`config.mk`:
```
export PLATFORM = sky130hd
export DESIGN_NAME = ps2_scan_receiver
export DESIGN_NICKNAME = d
export VERILOG_FILES = /design/src/rtl/ps2_scan_receiver.sv
export SDC_FILE = /design/constraint.sdc
export NUM_CORES = 1
export LEC_CHECK = 0
export CAP_MARGIN = 20
export CORE_ASPECT_RATIO = 0.9
export CORE_MARGIN = 3
export CORE_UTILIZATION = 50
export CTS_BUF_LIST = sky130_fd_sc_hd__clkbuf_4 sky130_fd_sc_hd__clkbuf_8
export CTS_CLUSTER_DIAMETER = 80
export DETAILED_ROUTE_END_ITERATION = 10
export GPL_TIMING_DRIVEN = 1
export HOLD_SLACK_MARGIN = 0.05
export PLACE_DENSITY = 0.7
export RECOVER_POWER = 100
export SYNTH_ARGS = -nofsm -noshare
export SYNTH_HDL_FRONTEND = slang
export SYNTH_SLANG_ARGS = --single-unit
```
`constraint.sdc`:
```
create_clock -name clk -period 4.4 [get_ports clk]
set_input_delay 0.88 -clock clk [delete_from_list [all_inputs] [get_ports clk]]
set_output_delay 0.88 -clock clk [all_outputs]
set_load 0.05 [all_outputs]
```
`src/rtl/ps2_scan_receiver.sv`:
```
// ps2_scan_receiver
// Receives PS/2 device-to-host frames and turns them into scan-code events
// for the keyboard display path.
//   clk, rst         : system clock, synchronous active-high reset
//   ps2_clk/ps2_data : raw asynchronous PS/2 lines
//   code             : scan code of the last event, held between events
//   code_valid       : one-cycle strobe marking a new event on code/released/extended
//   released         : event was preceded by an F0 prefix
//   extended         : event was preceded by an E0 prefix
//   parity_err       : one-cycle strobe, frame dropped for bad odd parity
//   frame_err        : one-cycle strobe, bad stop bit or inter-bit timeout
module ps2_scan_receiver #(
    parameter int SYNC_STAGES    = 2,
    parameter int FILTER_LEN     = 4,
    parameter int TIMEOUT_CYCLES = 50000
) (
    input  logic       clk,
    input  logic       rst,
    input  logic       ps2_clk,
    input  logic       ps2_data,
    output logic [7:0] code,
    output logic       code_valid,
    output logic       released,
    output logic       extended,
    output logic       parity_err,
    output logic       frame_err
);

    localparam int FW = $clog2(FILTER_LEN + 1);
    localparam int TW = $clog2(TIMEOUT_CYCLES + 1);

    typedef enum logic [1:0] {IDLE, DATA, PARITY, STOP} state_t;

    logic [SYNC_STAGES-1:0] clkSync_q, dataSync_q;
    logic                   clkS, dataS;
    logic                   filt_q, filt_d;
    logic [FW-1:0]          filtCnt_q, filtCnt_d;
    logic                   fe_q, fe_d;

    state_t                 state_q, state_d;
    logic [2:0]             bitCnt_q, bitCnt_d;
    logic [7:0]             shift_q, shift_d;
    logic                   par_q, par_d;
    logic [TW-1:0]          tout_q, tout_d;

    logic                   accept, perr, ferr;
    logic                   ext_q, ext_d, brk_q, brk_d;
    logic [7:0]             code_q, code_d;
    logic                   rel_q, rel_d, extOut_q, extOut_d;
    logic                   valid_d, perr_d, ferr_d;
    logic                   valid_q, perr_q, ferr_q;

    assign clkS  = clkSync_q[SYNC_STAGES-1];
    assign dataS = dataSync_q[SYNC_STAGES-1];

    // Glitch filter: the filtered level follows the synchronized clock only
    // after FILTER_LEN consecutive samples disagree with it.
    always_comb begin
        filt_d    = filt_q;
        filtCnt_d = '0;
        if (clkS != filt_q) begin
            if (filtCnt_q == FW'(FILTER_LEN - 1)) begin
                filt_d = clkS;
            end else begin
                filtCnt_d = filtCnt_q + 1'b1;
            end
        end
        fe_d = filt_q & ~filt_d;
    end

    // Deframer and timeout. A falling edge always beats the terminal count.
    always_comb begin
        state_d  = state_q;
        bitCnt_d = bitCnt_q;
        shift_d  = shift_q;
        par_d    = par_q;
        tout_d   = '0;
        accept   = 1'b0;
        perr     = 1'b0;
        ferr     = 1'b0;
        if (fe_q) begin
            unique case (state_q)
                IDLE: begin
                    if (!dataS) begin
                        state_d  = DATA;
                        bitCnt_d = 3'd0;
                    end
                end
                DATA: begin
                    shift_d  = {dataS, shift_q[7:1]};
                    bitCnt_d = bitCnt_q + 3'd1;
                    if (bitCnt_q == 3'd7) begin
                        state_d = PARITY;
                    end
                end
                PARITY: begin
                    par_d   = dataS;
                    state_d = STOP;
                end
                STOP: begin
                    state_d = IDLE;
                    if (!dataS) begin
                        ferr = 1'b1;
                    end else if (^{shift_q, par_q}) begin
                        accept = 1'b1;
                    end else begin
                        perr = 1'b1;
                    end
                end
                default: state_d = IDLE;
            endcase
        end else if (state_q != IDLE) begin
            if (tout_q == TW'(TIMEOUT_CYCLES - 1)) begin
                ferr    = 1'b1;
                state_d = IDLE;
            end else begin
                tout_d = tout_q + 1'b1;
            end
        end
    end

    // Byte layer: E0/F0 only arm pending flags; any other accepted byte
    // becomes an event carrying those flags. Errors drop pending prefixes.
    always_comb begin
        ext_d    = ext_q;
        brk_d    = brk_q;
        code_d   = code_q;
        rel_d    = rel_q;
        extOut_d = extOut_q;
        valid_d  = 1'b0;
        perr_d   = perr;
        ferr_d   = ferr;
        if (perr || ferr) begin
            ext_d = 1'b0;
            brk_d = 1'b0;
        end else if (accept) begin
            if (shift_q == 8'hE0) begin
                ext_d = 1'b1;
            end else if (shift_q == 8'hF0) begin
                brk_d = 1'b1;
            end else begin
                code_d   = shift_q;
                rel_d    = brk_q;
                extOut_d = ext_q;
                valid_d  = 1'b1;
                ext_d    = 1'b0;
                brk_d    = 1'b0;
            end
        end
    end

    // All state registers, including the input synchronizers.
    always_ff @(posedge clk) begin
        if (rst) begin
            clkSync_q  <= '1;
            dataSync_q <= '1;
            filt_q     <= 1'b1;
            filtCnt_q  <= '0;
            fe_q       <= 1'b0;
            state_q    <= IDLE;
            bitCnt_q   <= 3'd0;
            shift_q    <= 8'h00;
            par_q      <= 1'b0;
            tout_q     <= '0;
            ext_q      <= 1'b0;
            brk_q      <= 1'b0;
            code_q     <= 8'h00;
            rel_q      <= 1'b0;
            extOut_q   <= 1'b0;
            valid_q    <= 1'b0;
            perr_q     <= 1'b0;
            ferr_q     <= 1'b0;
        end else begin
            clkSync_q  <= {clkSync_q[SYNC_STAGES-2:0], ps2_clk};
            dataSync_q <= {dataSync_q[SYNC_STAGES-2:0], ps2_data};
            filt_q     <= filt_d;
            filtCnt_q  <= filtCnt_d;
            fe_q       <= fe_d;
            state_q    <= state_d;
            bitCnt_q   <= bitCnt_d;
            shift_q    <= shift_d;
            par_q      <= par_d;
            tout_q     <= tout_d;
            ext_q      <= ext_d;
            brk_q      <= brk_d;
            code_q     <= code_d;
            rel_q      <= rel_d;
            extOut_q   <= extOut_d;
            valid_q    <= valid_d;
            perr_q     <= perr_d;
            ferr_q     <= ferr_d;
        end
    end

    assign code       = code_q;
    assign code_valid = valid_q;
    assign released   = rel_q;
    assign extended   = extOut_q;
    assign parity_err = perr_q;
    assign frame_err  = ferr_q;

endmodule

```
==> results of run 1 <==
==> kinds of logic after synthesis <==
logic type               Yosys count  share of synthesized area (%)
XOR/XNOR                          20                          9.474
AND/OR/NAND/NOR                  106                          21.98
buffers and inverters             20                          3.573
AO/OA/AOI/OAI                     27                          7.038
adder cells (fa/ha/maj)            9                          4.873
flip-flops                        54                          46.78
multiplexers                      14                          6.280
==> stage by stage <==
stage / power (uW) / setup slack (ps) / util, % / hold slack [ps]
finish: 779.9 / 1437 / 60.67 / 416.7
floorplan: 509.8 / 2415 / - / 389.5
global route: 810.2 / 1037 / 60.67 / 430.3
CTS: 791.1 / 1839 / 60.85 / 418.9
global placement: 514.1 / 1821 / 58.62 / 397.7
detailed placement: 514.1 / 1805 / 58.62 / 396.9
==> final timing paths <==
kind              depth (start not counted)         start            to  slack [ps]
setup / recovery                          5    shift_q[5]       code[2]        1440
hold / removal                            1  clkSync_q[0]  clkSync_q[1]         420
setup reg to reg                          5    shift_q[5]       code[2]        1440
hold reg to reg                           1  clkSync_q[0]  clkSync_q[1]         420
==> layer usage <==
metal	up-vias	track usage, %	share of wire (%)
met5	-	0	0
met3	2	3.866	3.4
met4	0	4.150	0.71
li1	877	-	-
met1	776	21.30	56
met2	33	19.58	40
==> worst reg2reg max path: cells and delay by family, from the launching register on <==
kind	cells	cell delay [ps]
AND/OR/NAND/NOR	2	720
multiplexers	2	1500
AO/OA/AOI/OAI	1	170
flip-flops	1	410
==> cells in the final DEF, fill, tap and decap left out <==
cell type	count
o2111ai_2	1
nor3_1	4
or3_1	3
a32oi_1	1
o211ai_1	2
nor4b_1	1
or4_1	1
nor4bb_1	3
clkbuf_1	1
xnor2_1	11
dlygate4sd3_1	14
dfxtp_1	54
ha_1	9
nand2_1	21
and4_1	2
a21oi_1	17
a2bb2oi_1	1
clkinv_2	1
clkbuf_8	6
nor2_1	40
clkdlybuf4s50_1	2
and3_1	2
xor3_1	1
clkinvlp_4	1
nand2b_1	1
or2_2	4
nand4_1	6
inv_1	8
mux2i_1	13
a211oi_1	2
o21ai_0	3
xnor3_1	1
mux2_2	1
nand3_1	16
xor2_1	6
nor3b_1	1
nand3b_1	1
xnor3_2	1
==> final cells by class <==
class | instances | area, um^2
Fill cell | 392 | 1678
Multi-Input combinational cell | 176 | 1144
Sequential cell | 54 | 1081
Timing Repair Buffer | 17 | 163.9
Clock buffer | 6 | 82.58
Tap cell | 60 | 75.07
Inverter | 8 | 30.03
Clock inverter | 2 | 12.51
==> synth_stat cells (2+ instances only) <==
cell type / n / area [um^2]
a211oi_1: 2 / 15.01
a21oi_1: 17 / 85.08
and3_1: 2 / 12.51
and4_1: 2 / 17.52
clkbuf_1: 10 / 37.54
dfxtp_1: 54 / 1081
ha_1: 9 / 112.6
inv_1: 8 / 30.03
mux2i_1: 12 / 120.1
nand2_1: 21 / 78.83
nand3_1: 16 / 80.08
nand4_1: 6 / 37.54
nor2_1: 40 / 150.1
nor3_1: 4 / 20.02
nor4bb_1: 3 / 30.03
o211ai_1: 2 / 15.01
o21ai_0: 3 / 15.01
or2_2: 4 / 25.02
or3_1: 3 / 18.77
xnor2_1: 11 / 96.34
xor2_1: 6 / 52.55
==> power by group through the flow <==
stage	registers, uW	logic (uW)	clock network [uW]
finish	491	10.7	278
global route	492	12.2	306
CTS	491	11.4	288
detailed placement	503	11.3	0
global placement	503	11.3	0
floorplan	503	7.26	0
==> flip-flops by register name (all words and copies together), names as in the netlist, 2 cells and up <==
| name | flops |
|---|---|
| clkSync_q | 2 |
| shift_q | 8 |
| filtCnt_q | 3 |
| dataSync_q | 2 |
| state_q | 2 |
| tout_q | 16 |
| code | 8 |
| bitCnt_q | 3 |
==> run_results.csv, run 1 <==
group,metric,value,unit
floorplanning,pin_count,17,
clocking,root_buffer,"clkbuf_8",
global_route,antenna_found_initial,0,
detailed_routing,drc,0,
sta,max_freq,0.3374,GHz
layout,final_area,2589,um^2
yosys,synth_cells,250,
placement,hpwlAfterDp,2636,um
placement,port_buffers,16,
sta,setup_viol,0,
critical_path,crit_arrival,3100,ps
sta,slew_viol_final,13,
clocking,clk_pin_slew,100,ps
yosys,syn_area,2311,um^2
critical_path,critPathRequiredTime,4540,ps
global_route,grt_max_degree,35,
detailed_routing,via_per_inst,5.226,
power_and_ir_drop,peakVddDrop,0.0001967,V
critical_path,critPathTopFamily,"multiplexers",
floorplanning,core,4267,um^2
critical_path,worst-setup-path-type,"flip-flop to flip-flop",
detailed_routing,drt-pass1-iter-count,4,
yosys,yosysSeqAreaShare,46.78,%
floorplanning,start_util,54.16,%
floorplanning,die-area,5475,um^2
power_and_ir_drop,power_frac_comb,1.4,%
yosys,yosysWarnings,0,
power_and_ir_drop,p_sw_share,20.32,%
critical_path,crit_chain,"nor4bb_1 > a211oi_1 > mux2i_1 > mux2i_1 > nor2_1",
critical_path,crit_top_cell,"mux2i_1",
sta,min_period,2963,ps
global_route,grt_use_total,14.19,%
clocking,clock_latency,300,ps
clocking,postCtsHoldBufs,0,
clocking,postCtsSetupBuffers,0,
layout,final_nets,275,
detailed_routing,drt-wirelength-per-cell,11.79,um
yosys,synth.avg_cell_area,9.244,um^2
clocking,cts.sinks,54,
detailed_routing,drtAntennaViolNets,0,
detailed_routing,vias,1688,
sta,fin_setup_tns,0,ps
run,drv_cap,1,
sta,finalClockSkew,9.393,ps
sta,finalCritPeriodShare,67.35,%
global_route,gr-total-overflow,0,
yosys,ys_ff_latch,54,
placement,place_area,2501,um^2
critical_path,crit_fanout,12,
detailed_routing,routed_wirelength,3808,um
power_and_ir_drop,p_switching,158.5,uW
yosys,synth_edf_count,0,
clocking,cts-resized-gates,0,
yosys,synth_fp_nets,263,
power_and_ir_drop,power_frac_seq,63.0,%
layout,drive_above_1_share,5.703,%
floorplanning,fp-row-count,22,
power_and_ir_drop,p_per_area,301.3,nW/um^2
yosys,synth_cell_types,36,
critical_path,slowest_stage,"mux2i_1",
sta,worstMarginPinSlew,1537,ps
placement,finalWeightedCongestion,0.7462,
floorplanning,fp.dieH,70.50,um
yosys,ys.flop_type,"dfxtp_1",
sta,hold_viol_final,0,
yosys,synthArstFlopShare,0,%
worst_hold_path,hold_class,"flip-flop to flip-flop",
clocking,cts_tree,"done",
global_route,grt_pass1_vias,1410,
sta,relSlewSlack,-5.390,%
floorplanning,chipWidth,77.66,um
clocking,cts_buffer_depth,2,
critical_path,end_kind,"flip-flop",
placement,dp_cells,315,
status,status,"finished with violations",
layout,antenna_cells,0,
status,violations,"max-capacitance violations, max-slew violations",
power_and_ir_drop,p_int,621.4,uW
clocking,htreeDepth,2,
layout,stdcell_count,323,
detailed_routing,drt_iter0_drc,77,
critical_path,worst-path-buf-inv,0,
global_route,grt_pass1_wl,6341,um
power_and_ir_drop,clockPowerShare,35.6,%
critical_path,slowest_delay,1210,ps
clocking,cts_made_buffers,5,
layout,area_growth,12.02,%
sta,rsz0062_at_grt,"no",
power_and_ir_drop,power_leakage,0.001035,uW
critical_path,startpoint_type,"flip-flop",
Power figures use the tool's default switching activity.
==> run 2, diff against run 1 <==
==> constraint.sdc (replaced) <==
create_clock -name clk -period 2.8 [get_ports clk]
set_input_delay 0.56 -clock clk [delete_from_list [all_inputs] [get_ports clk]]
set_output_delay 0.56 -clock clk [all_outputs]
set_load 0.05 [all_outputs]
==> run 2 against run 1 <==
Effect of this change:
- the run now ends clean
- combinational power grew 57%
- cell count grew 0.31%
- sequential share of layout area fell by 0.36 points
- routed wire length increased by 3.2%
- via count shrank 1.1%
- highest routed layer unchanged
- worst hold slack better by 4.7 ps
- register-to-register slack lost 1000 ps
- largest power group unchanged
- fmax rose by 24%
- non-clock buffer count up 1
- die area did not move
==> run_results.csv, run 2 (synthesis results as in run 1) <==
group,metric,value,unit
sta,rsz0062_at_grt,"no",
power_and_ir_drop,peakVddDrop,0.0003356,V
clocking,htreeDepth,2,
global_route,gr-total-overflow,0,
critical_path,critPathRequiredTime,2950,ps
power_and_ir_drop,power_leakage,0.001043,uW
layout,final_area,2611,um^2
critical_path,r2r-start,"shift_q[5]",
clocking,clk_pin_slew,90,ps
critical_path,crit_path_start,"shift_q[5]",
clocking,cts-resized-gates,0,
critical_path,worst_r2r_path_depth,5,
status,status,"complete, no violations",
critical_path,crit_fanout,12,
clocking,postCtsHoldBufs,0,
clocking,root_buffer,"clkbuf_8",
clocking,cts_made_buffers,5,
detailed_routing,drt-pass1-iter-count,4,
critical_path,crit_chain,"nor4bb_1 > a211oi_1 > mux2i_2 > mux2i_1 > nor2_1",
detailed_routing,drtAntennaViolNets,0,
clocking,cts_tree,"done",
floorplanning,chipWidth,77.66,um
floorplanning,fp-row-count,22,
sta,worstMarginPinSlew,1325,ps
critical_path,cp.depth,5,
clocking,postCtsSetupBuffers,0,
sta,max_freq,0.4168,GHz
floorplanning,fp.dieH,70.50,um
critical_path,r2r-end,"extended",
worst_hold_path,min_delay_path_depth,1,
layout,final_nets,276,
placement,finalWeightedCongestion,0.7606,
floorplanning,pin_count,17,
detailed_routing,drc,0,
global_route,grt_pass1_wl,6989,um
critical_path,startpoint_type,"flip-flop",
detailed_routing,routed_wirelength,3931,um
layout,area_growth,12.99,%
global_route,grt_max_degree,34,
placement,port_buffers,16,
floorplanning,start_util,54.16,%
placement,hpwlAfterDp,2728,um
critical_path,end_kind,"flip-flop",
critical_path,slowest_stage,"mux2i_2",
detailed_routing,vias,1670,
layout,largest_reg_flops,16,
sta,fin_setup_tns,0,ps
critical_path,reg2reg_setup_slack,400,ps
layout,layout_common_cells,"dfxtp_1 (54), nor2_1 (40), nand2_1 (21)",
global_route,antenna_found_initial,0,
floorplanning,die-area,5475,um^2
sta,hold_viol_final,0,
global_route,grt_use_total,15.65,%
layout,final_common_cell,"dfxtp_1",
critical_path,worst-path-buf-inv,0,
sta,relSlewSlack,11.65,%
global_route,grt_pass1_vias,1521,
detailed_routing,via_per_inst,5.154,
sta,finalCritPeriodShare,85.68,%
detailed_routing,drt-wirelength-per-cell,12.13,um
clocking,cts_buffer_depth,2,
sta,finalClockSkew,3.828,ps
layout,antenna_cells,0,
critical_path,critical_path.endpoint,"extended",
worst_hold_path,hold_class,"flip-flop to flip-flop",
critical_path,slowest_delay,780,ps
floorplanning,core,4267,um^2
layout,fill_cells,387,
detailed_routing,drt_iter0_drc,96,
critical_path,worst-setup-path-type,"flip-flop to flip-flop",
power_and_ir_drop,p_per_area,502.0,nW/um^2
layout,largest_register,"tout_q",
critical_path,critPathTopFamily,"multiplexers",
sta,slew_viol_final,0,
sta,setup_viol,0,
run,drv_cap,0,
critical_path,crit_arrival,2550,ps
clocking,clock_latency,310,ps
placement,place_area,2509,um^2
clocking,cts.sinks,54,
layout,drive_above_1_share,6.061,%
sta,min_period,2399,ps
==> run 2: report_power, final <==
part | switching (uW) | leakage, uW | total [uW] | internal, uW
clock | 254 | 0.0000585 | 522 | 268
sequential | 1.68 | 0.000436 | 772 | 770
combinational | 9.84 | 0.000549 | 16.8 | 6.92
total | 265 | 0.00104 | 1310 | 1050
==> run 2: how the worst min path moves through the flow <==
stage | start | end | slack [ps]
after floorplan | clkSync_q[0] | clkSync_q[1] | 390
after global placement | clkSync_q[0] | clkSync_q[1] | 390
after detailed placement | clkSync_q[0] | clkSync_q[1] | 400
after CTS | clkSync_q[0] | clkSync_q[1] | 430
after global routing | clkSync_q[0] | clkSync_q[1] | 440
final | clkSync_q[0] | clkSync_q[1] | 420
==> run 2: cell type report <==
| class | instances | area (um^2) | share of cell area [%] |
|---|---|---|---|
| well taps | 60 | 75.07 | 2.875 |
| flip-flops and latches | 54 | 1081 | 41.40 |
| repair buffers | 18 | 171.4 | 6.564 |
| clock inverters | 3 | 43.79 | 1.677 |
| clock buffers | 5 | 68.82 | 2.635 |
| multi-input cells | 176 | 1141 | 43.70 |
| inverters | 8 | 30.03 | 1.150 |
==> run 2: layer usage <==
| layer | up-vias | part of all wire [%] | routed length, um | track usage [%] |
|---|---|---|---|---|
| met5 | - | 0 | 0 | 0 |
| met4 | 0 | 1.5 | 57 | 5.336 |
| met3 | 7 | 3.8 | 150 | 3.866 |
| met2 | 26 | 41 | 1617 | 22.43 |
| met1 | 758 | 54 | 2105 | 22.71 |
| li1 | 879 | - | - | - |
==> run 2: through the flow <==
stage	util (%)	worst slack [ps]	instances	hold WS (ps)	total power [uW]
after global routing	61.20	103.4	324	439.5	1356
after floorplan	-	983.1	250	389.5	801.1
final	61.20	400.9	324	421.3	1311
after detailed placement	58.80	419.2	316	401.3	808.3
after CTS	61.44	413.8	324	427.9	1321
after global placement	58.80	494.0	316	394.0	808.0
